### config.mk
export PLATFORM = sky130hd
export DESIGN_NAME = fft_frame_loader
export DESIGN_NICKNAME = d
export VERILOG_FILES = /design/src/rtl/fft_frame_loader.sv
export SDC_FILE = /design/constraint.sdc
export NUM_CORES = 1
export LEC_CHECK = 0
export BUFFER_PORTS_ARGS = -buffer_cell sky130_fd_sc_hd__buf_2
export CAP_MARGIN = 15
export CORE_ASPECT_RATIO = 1.2
export CORE_MARGIN = 5
export CORE_UTILIZATION = 25
export CTS_BUF_LIST = sky130_fd_sc_hd__clkbuf_2 sky130_fd_sc_hd__clkbuf_4 sky130_fd_sc_hd__clkbuf_8
export DETAILED_ROUTE_END_ITERATION = 6
export PLACE_DENSITY = 0.54
export RECOVER_POWER = 50
export SLEW_MARGIN = 20
export SYNTH_ARGS = -nofsm -noshare
export SYNTH_HDL_FRONTEND = slang
export SYNTH_SLANG_ARGS = --single-unit
### constraint.sdc
create_clock -name CLK -period 5.15 [get_ports CLK]
set_clock_uncertainty 0.2 [all_clocks]
set_input_delay 1.03 -clock CLK [delete_from_list [all_inputs] [get_ports CLK]]
set_output_delay 1.03 -clock CLK [all_outputs]
set_load 0.005 [all_outputs]
### src/rtl/fft_frame_loader.sv
// Loads one frame of 2^AWL stream samples into the FFT working RAM, then starts the core and waits for it to release the RAM.
// Define FFT_LOADER_BITREV_EN to write samples in bit-reversed address order; otherwise natural order is used.
module fft_frame_loader #(
  parameter int IWL       = 32,
  parameter int AWL       = 5,
  parameter int START_LEN = 2
) (
  input  logic           CLK,
  input  logic           RST,
  input  logic           EN,
  input  logic [IWL-1:0] i_DATA,
  input  logic           i_VALID,
  output logic           o_READY,
  input  logic           i_FFT_BLOCK,
  output logic [AWL-1:0] o_A_ADDR,
  output logic [IWL-1:0] o_A_DATA,
  output logic           o_RAM_Wr,
  output logic           o_START,
  output logic           o_FRAME_DONE
);

  localparam int SCW = (START_LEN > 1) ? $clog2(START_LEN) : 1;
  localparam logic [SCW-1:0] SC_LAST = SCW'(START_LEN - 1);

  typedef enum logic [1:0] {
    ST_LOAD,
    ST_START,
    ST_WAIT_ACK,
    ST_WAIT_DONE
  } state_t;

  state_t         state_q, state_d;
  logic [AWL-1:0] cnt_q, cnt_d;
  logic [SCW-1:0] scnt_q, scnt_d;
  logic           wr_q, wr_d;
  logic [AWL-1:0] addr_q, addr_d;
  logic [IWL-1:0] data_q, data_d;
  logic           start_q, start_d;
  logic           done_q, done_d;
  logic           ready_en;
  logic           handshake;

  function automatic logic [AWL-1:0] map_addr(input logic [AWL-1:0] c);
    logic [AWL-1:0] r;
`ifdef FFT_LOADER_BITREV_EN
    for (int b = 0; b < AWL; b++) begin
      r[b] = c[AWL-1-b];
    end
`else
    r = c;
`endif
    return r;
  endfunction

  assign ready_en  = EN & (state_q == ST_LOAD) & ~i_FFT_BLOCK;
  assign handshake = i_VALID & ready_en;

  // Registered strobes are held while EN is low and only masked at the port,
  // so a write captured just before a pause is still issued afterwards.
  assign o_READY      = ready_en & ~RST;
  assign o_RAM_Wr     = wr_q & EN;
  assign o_START      = start_q & EN;
  assign o_FRAME_DONE = done_q & EN;
  assign o_A_ADDR     = addr_q;
  assign o_A_DATA     = data_q;

  always_comb begin
    state_d = state_q;
    cnt_d   = cnt_q;
    scnt_d  = scnt_q;
    wr_d    = wr_q;
    addr_d  = addr_q;
    data_d  = data_q;
    start_d = start_q;
    done_d  = done_q;
    if (EN) begin
      wr_d   = 1'b0;
      done_d = 1'b0;
      unique case (state_q)
        ST_LOAD: begin
          if (handshake) begin
            wr_d   = 1'b1;
            addr_d = map_addr(cnt_q);
            data_d = i_DATA;
            cnt_d  = cnt_q + 1'b1;
            if (&cnt_q) begin
              state_d = ST_START;
              start_d = 1'b1;
              scnt_d  = '0;
            end
          end
        end
        ST_START: begin
          if (scnt_q == SC_LAST) begin
            state_d = ST_WAIT_ACK;
            start_d = 1'b0;
            scnt_d  = '0;
          end else begin
            scnt_d = scnt_q + 1'b1;
          end
        end
        ST_WAIT_ACK: begin
          if (i_FFT_BLOCK) state_d = ST_WAIT_DONE;
        end
        ST_WAIT_DONE: begin
          if (!i_FFT_BLOCK) begin
            state_d = ST_LOAD;
            done_d  = 1'b1;
          end
        end
        default: state_d = ST_LOAD;
      endcase
    end
  end

  always_ff @(posedge CLK or posedge RST) begin
    if (RST) begin
      state_q <= ST_LOAD;
      cnt_q   <= '0;
      scnt_q  <= '0;
      wr_q    <= 1'b0;
      addr_q  <= '0;
      data_q  <= '0;
      start_q <= 1'b0;
      done_q  <= 1'b0;
    end else begin
      state_q <= state_d;
      cnt_q   <= cnt_d;
      scnt_q  <= scnt_d;
      wr_q    <= wr_d;
      addr_q  <= addr_d;
      data_q  <= data_d;
      start_q <= start_d;
      done_q  <= done_d;
    end
  end

endmodule

# Word level (Yosys, flattened, before mapping)
# Cells that the tools add are included.
dict set report word_totals {
  regBits 48
  input_bits 37
  out_inout_bits 41
}
dict set report classes {
  add_sub_neg 2
  eq_ne 8
  muxes 18
  bitwise_logic 9
  n_reduce_logical 7
}
# operator count
set ops {}
lappend ops {{1-bit 2-to-1 mux} 10}
lappend ops {{2-bit 2-to-1 mux} 5}
lappend ops {{5-bit AND reduction} 2}
lappend ops {{2-bit != test (second input constant)} 4}
lappend ops {{2-bit case mux with 4 select lines} 1}
lappend ops {{1-bit AND} 7}
lappend ops {{6-bit AND reduction} 1}
lappend ops {{5-bit by 1-bit adder with 5-bit output (second input constant)} 1}
lappend ops {{2-bit == test (second input constant)} 2}
lappend ops {{1-bit case mux with 2 select lines} 2}
lappend ops {{4-bit AND reduction} 1}
lappend ops {{3-bit AND reduction} 1}
lappend ops {{2-bit by 1-bit == test with 1-bit output (second input constant)} 1}
lappend ops {{2-bit logical NOT} 1}
lappend ops {{2-bit by 1-bit != test with 1-bit output (second input constant)} 1}
lappend ops {{1-bit inverter} 2}
lappend ops {{2-bit nonzero test} 1}
lappend ops {{1-bit adder (second input constant)} 1}

# Logic depth before layout (Yosys ltp)
# Gate-level depths: netlist of the first run.
dict set report logic_depth {
  word_depth 6
  depth_mapped 8
}

# Worst setup path before layout of the first run
# Ideal clock, no wire load.
dict set report synth_path {
  kind {input-to-output}
  from {input EN}
  to {output o_READY}
  arrival_ns 1.472
  required_ns 3.920
  path_slack_ns 2.448
  cell_stages 3
  cell_sequence {clkbuf_1 > nand2_1 > nor3_1}
}
dict set report synth_via {
  elab_chain_len 3
}
# item line_no
set synth_rtl {}
lappend synth_rtl {{start, declared} 10} ;# input logic EN,
lappend synth_rtl {{1-bit AND (2 in a row)} 55} ;# assign ready_en = EN & (state_q == ST_LOAD) & ~i_FFT_BLOCK;
lappend synth_rtl {{1-bit AND} 60} ;# assign o_READY = ready_en & ~RST;
lappend synth_rtl {{end, declared} 13} ;# output logic o_READY,
# No other way between the ends.

# Worst setup path in the final report of the first run
# Ends and elaborated chain as after synthesis.

==> results of run 1 <==
==> critical path, cell delays in order <==
cell,delay (ns)
clkbuf_1,0.37
nand2_1,0.09
nor3_1,0.14
buf_2,0.14
==> path summary, 6_finish.rpt <==
| path | cells after the start | start | end | slack (ns) |
|---|---|---|---|---|
| max | 4 | EN | o_READY | 2.14 |
| min | 2 | o_A_DATA[18] | o_A_DATA[18] | 0.28 |
| max reg2reg | 6 | state_q[0] | o_A_DATA[15] | 2.64 |
| min reg2reg | 2 | o_A_DATA[18] | o_A_DATA[18] | 0.28 |
| max in group asynchronous | 2 | RST | o_A_ADDR[4] | 2.65 |
| min in group asynchronous | 2 | RST | o_A_DATA[28] | 1.12 |
==> per-layer routing <==
layer / vias to the layer above / wire [um] / global-route usage [%]
met2: 45 / 2360 / 17.3
met5: - / 0 / 0
met4: 0 / 62 / 3.46
met3: 6 / 279 / 2.87
li1: 834 / - / -
met1: 794 / 2100 / 11.9
==> flip-flops by register name, summed over array words and instances, names as in the netlist <==
signal	cells
cnt_q	5
done_q	1
o_A_ADDR	5
o_A_DATA	32
scnt_q	1
start_q	1
state_q	2
wr_q	1
==> cells by family (layout without fill, tap and decap cells) <==
group	Yosys count	count (layout)	share of synthesized area [%]
compound gates	8	8	2.84
mux	3	3	1.69
xor+xnor	3	3	1.63
simple gates	136	136	27.2
fa+ha+maj	6	6	3.62
buf+inv	18	93	5.13
flops	48	48	57.9
==> layout by cell type, fill, tap and decap left out, drive strengths merged, types with 2 or more instances in the layout <==
cell type / Yosys / final
nand2: 122 / 122
ha: 6 / 6
buf: 10 / 70
and2: 3 / 3
xnor2: 3 / 3
clkbuf: 1 / 14
inv: 7 / 6
mux2i: 2 / 2
a21oi: 2 / 2
nand3b: 2 / 2
dfrtp: 48 / 48
o21ai: 2 / 2
==> cell type report <==
cell class	instances	share of cell area, %
clock buffer	6	3.16
sequential	48	46.0
clock inverter	2	1.48
multi-input combinational	156	29.1
inverter	7	1.05
timing repair buffer	78	14.7
tap	95	4.55
==> metrics by stage <==
| step | worst slack, ns | total power [mW] | hold slack (ns) |
|---|---|---|---|
| 5_1_grt | 2.05 | 1.45 | 0.305 |
| 4_1_cts | 2.33 | 1.37 | 0.282 |
| 6_report | 2.14 | 1.33 | 0.275 |
| 3_5_place_dp | 2.17 | 1.07 | 0.258 |
| 2_1_floorplan | 2.45 | 0.871 | 0.259 |
| 3_3_place_gp | 2.22 | 1.05 | 0.252 |
==> power by group <==
part	total, mW	switching [mW]	internal [mW]
registers	0.623	0.0902	0.533
clock network	0.292	0.133	0.159
logic	0.412	0.211	0.201
==> flow_summary.yaml, run 1 <==
outcome:
  status: "finished, violations left"
  failed_checks: "max-capacitance violations, max-slew violations"
logic_synthesis:
  syn_inst: 222
  ys_top_cells_by_count: "nand2_1, dfrtp_1, inv_1, ha_1, buf_2"
  async_flop_share_pct: 100
  post-synth-top-count-cell: "nand2_1"
  ys_seq_area_share_pct: 57.9
  synth_top_cell_by_area: "dfrtp_1"
  ys_ff_latch: 48
  synthTopCellsByArea: "dfrtp_1, nand2_1, ha_1, buf_6, inv_1"
  postSynthAreaPerCell_sq_um: 9.34
  synth_edf_count: 0
  yosysWarnings: 0
  syn_nets: 265
  ys_types: 30
  netlist_area_sq_um: 2070
  synth_top_cell_area_share_pct: 57.9
  synth_ff_type: "dfrtp_1"
setup_path:
  crit_path_end_kind: "primary output"
  path_max_fanout: 14
  cp.required_ns: 3.92
  critPathKind: "in -> out"
  startpoint_type: "input port"
  worstPathArrival_ns: 1.78
routing:
  avgRoutedWirePerCell_um: 12.3
  drt_iter0_markers: 58
  drt_pre_antenna_iters: 4
  vias: 1679
  drtAntennaViolNets: 0
  drc: 0
  finalWirelength_um: 4800
  post_drt_via_cell_ratio: 4.28
clocking:
  clock_path_buffers: 2
  cts_tree: "done"
  cts_resized: 0
  clkLatencyLatePin_ns: 0.30
  post_cts.repair.setup_buffers: 0
  cts_root_buf: "clkbuf_8"
  clkSinkCount: 48
  cts.clk_slew.worst_paths_ns: 0.09
  ctsHoldBuffers: 0
  cts_buffers: 5
  htree_levels: 2
floorplanning:
  die_y_um: 110
  rows: 36
  die_area_sq_um: 10200
  die_w_um: 93.1
  io_pins: 78
  core_area_sq_um: 8110
  start_util_pct: 25.6
power:
  p_leak_nw: 1.49
  vdd_drop_max_v: 0.000185
  cellPowerDensity_nw_per_um2: 508
final_layout:
  final_util_pct: 32.2
  diodes: 0
  final-instance-count-excl-fill: 392
  drive_gt1_share_pct: 27.9
  fin_nets: 339
  final_area_sq_um: 2610
  ff_latch_area_sq_um: 1200
  syn2layout_area_growth_pct: 26.0
  nFillCells: 883
  multi_input_area_sq_um: 761
timing:
  finalCritPeriodShare_pct: 58.4
  rsz0062_at_grt: "false"
  fmax_mhz: 333
  relSlewSlack_pct: -47.5
  hold_viol: 0
  worst_pin_slew_ns: 2.20
  min_period_ns: 3.01
  drv_slew: 49
  setup_viol_count_final: 0
  setup_tns_ns: 0
global_route:
  grt_overflow_total: 0
  grt_pass1_wl_um: 8060
  grt.total_usage_pct: 10.0
  grt_start_max_net_pins: 49
  antenna_found_initial: 0
  first_global_vias: 1699
place:
  finalWeightedCongestion: 0.653
  place_area_sq_um: 2510
  dp_hpwl_um: 3350
  dp.cells: 384
  portBuffers: 77
hold_path:
  hold_path_class: "reg -> reg"
run:
  cap_violations: 1
Power figures use the tool's default switching activity.
==> run 2, diff against run 1 <==
--- a/config.mk
+++ b/config.mk
@@ -5,6 +5,7 @@
 export SDC_FILE = /design/constraint.sdc
 export NUM_CORES = 1
 export LEC_CHECK = 0
+export ABC_AREA = 1
 export BUFFER_PORTS_ARGS = -buffer_cell sky130_fd_sc_hd__buf_2
 export CAP_MARGIN = 15
 export CORE_ASPECT_RATIO = 1.2
==> constraint.sdc (replaced) <==
create_clock -name CLK -period 2.9 [get_ports CLK]
set_clock_uncertainty 0.2 [all_clocks]
set_input_delay 0.58 -clock CLK [delete_from_list [all_inputs] [get_ports CLK]]
set_output_delay 0.58 -clock CLK [all_outputs]
set_load 0.005 [all_outputs]
==> flow_summary.yaml, run 2 <==
logic_synthesis:
  synth_top_family_by_area: "simple AND/OR/NAND/NOR gates"
  ys_ff_latch: 48
  postSynthAreaPerCell_sq_um: 8.68
  synth_edf_count: 0
  syn_inst: 235
  synthTopCellsByArea: "dfrtp_1, nand2_1, ha_1, inv_1, xor2_1"
  synth_top_cell_by_area: "dfrtp_1"
  synth_xor_xnor_area_share_pct: 1.29
  ys_seq_area_share_pct: 58.9
  post-synth-top-count-cell: "nand2_1"
  syn_nets: 278
  synth_fa_ha_area_share_pct: 3.68
  synth_compound_area_share_pct: 1.47
  netlist_area_sq_um: 2040
  ys_top_cells_by_count: "nand2_1, dfrtp_1, inv_1, ha_1"
  yosysWarnings: 0
  synth_ff_type: "dfrtp_1"
  async_flop_share_pct: 100
  synthMuxAreaShare_pct: 0
  synth_top_cell_area_share_pct: 58.9
  ys_types: 19
  synthSimpleGateAreaFrac_pct: 29.2
timing:
  relSlewSlack_pct: 33.0
  setup_viol_count_final: 0
  rsz0062_at_grt: "false"
  hold_viol: 0
  min_period_ns: 2.23
  fmax_mhz: 448
  drv_slew: 0
  worst_pin_slew_ns: 1.00
  setup_tns_ns: 0
  hold_ws_ns: 0.165
  finalCritPeriodShare_pct: 77.0
setup_path:
  cp.required_ns: 2.12
  critPathLaunch: "state_q[0]"
  path_max_fanout: 6
  cp-endpoint: "o_READY"
  cp.buffers_inverters: 2
  rrSetupSlack_ns: 0.84
  slowest_delay_ns: 0.42
  r2r_cells: 8
  worstPathArrival_ns: 1.45
  critPathKind: "reg -> out"
  cp_slowest_cell: "dfrtp_1"
  r2r-start: "state_q[0]"
  r2r_end: "scnt_q"
  crit_path_end_kind: "primary output"
  path_depth: 5
  cp_cell_sequence: "inv_1 > ha_1 > nand3_2 > nor2_1 > buf_2"
  startpoint_type: "flip-flop"
  crit_family: "flip-flops"
global_route:
  grt.total_usage_pct: 9.80
  grt_pass1_wl_um: 7980
  grt_overflow_total: 0
  antenna_found_initial: 0
  first_global_vias: 1778
  grt_start_max_net_pins: 46
power:
  p_clk_share_pct: 16.5
  switching_share_pct: 35.4
  power_frac_seq_pct: 49.0
  vdd_drop_max_v: 0.000298
  pwr-share-comb_pct: 34.5
  cellPowerDensity_nw_per_um2: 905
  p_leak_nw: 1.47
  p_sw_uw: 825
  p_int_mw: 1.50
  finalPower_mw: 2.33
clocking:
  post_cts.repair.setup_buffers: 0
  htree_levels: 2
  clkLatencyLatePin_ns: 0.29
  cts_root_buf: "clkbuf_8"
  cts.clk_slew.worst_paths_ns: 0.09
  clkSinkCount: 48
  ctsHoldBuffers: 0
  cts_resized: 0
  cts_tree: "done"
  cts_buffers: 5
  clock_path_buffers: 2
place:
  dp_hpwl_um: 3440
  place_area_sq_um: 2520
  portBuffers: 77
  finalWeightedCongestion: 0.710
routing:
  vias: 1681
  drtAntennaViolNets: 0
  finalWirelength_um: 4750
  drc: 0
  drt_iter0_markers: 87
  avgRoutedWirePerCell_um: 11.6
  drt_pre_antenna_iters: 6
  post_drt_via_cell_ratio: 4.11
floorplanning:
  io_pins: 78
  die_w_um: 92.5
  start_util_pct: 25.3
  die_y_um: 109
  die_area_sq_um: 10100
  rows: 36
  core_area_sq_um: 8060
final_layout:
  largest_register_ff_count: 32
  diodes: 0
  final_common_cell: "nand2_1"
  final_area_sq_um: 2570
  syn2layout_area_growth_pct: 26.2
  multi_input_area_sq_um: 727
  drive_gt1_share_pct: 24.2
  ff_latch_area_sq_um: 1200
  nFillCells: 864
  fin_nets: 357
  final_util_pct: 31.9
  final_cell_mix: "nand2_1, buf_2, dfrtp_1"
run:
  cap_violations: 0
hold_path:
  hold_path_class: "in -> async"
outcome:
  status: "complete, no violations"
[run 2: changes by cell type in the layout (fill, tap and decap cells not counted), sizes merged, moves of 4 or more]
cell,before,now
nand3,0,6
inv,6,15
nor2,1,6
nand2,122,132
o21ai,2,6
buf,70,66
clkbuf,14,21
[run 2: area by class of cell]
cell class                      instances  area share (%)
Timing Repair Buffer                   81            15.2
Inverter                               15            2.19
Clock buffer                            6            2.96
Tap cell                               95            4.62
Multi-Input combinational cell        163            28.2
Clock inverter                          1           0.194
Sequential cell                        48            46.6
[run 2: how the worst min path moves through the flow]
stage	start	to	slack (ns)
2_1_floorplan	start_q	start_q	0.24
3_3_place_gp	o_A_DATA[17]	o_A_DATA[17]	0.26
3_5_place_dp	o_A_DATA[26]	o_A_DATA[26]	0.26
4_1_cts	RST	start_q	0.07
5_1_grt	RST	start_q	0.24
6_report	RST	scnt_q	0.17
[run 2: routing by layer]
metal	track usage, %	vias to the layer above	wire [um]
li1	-	862	-
met1	12.7	766	2180
met2	16.0	48	2270
met3	2.48	5	237
met4	3.29	0	59
met5	0	-	0
[run 2: stage by stage]
stage	setup WS [ns]	std cells
3_3_place_gp	0.862	402
3_5_place_dp	0.815	402
2_1_floorplan	0.976	235
4_1_cts	0.641	409
5_1_grt	0.516	409
6_report	0.667	409
[run 2: worst register-to-register path, cell delays in order, from the launching register on]
cell and delay (ns):
dfrtp_1 0.40, inv_1 0.08, ha_1 0.30, nand4_4 0.13, buf_4 0.39, nand2_1 0.24
nand2_1 0.14, nand2_1 0.05, o21ai_1 0.06
[run 2: power by group through the flow]
stage	logic (mW)	clock network (mW)	registers (mW)
finish	0.805	0.384	1.14
floorplan	0.448	0	1.16
detailed placement	0.847	0	1.15
global placement	0.830	0	1.15
CTS	0.849	0.415	1.15
global route	0.933	0.434	1.18
[run 2: cell families after synthesis]
family	after synthesis
and+or+nand+nor	148
DFF	48
buffers and inverters	24
AOI/OAI and AO/OA	6
adders and majority gates	6
xor gates and xnor gates	3
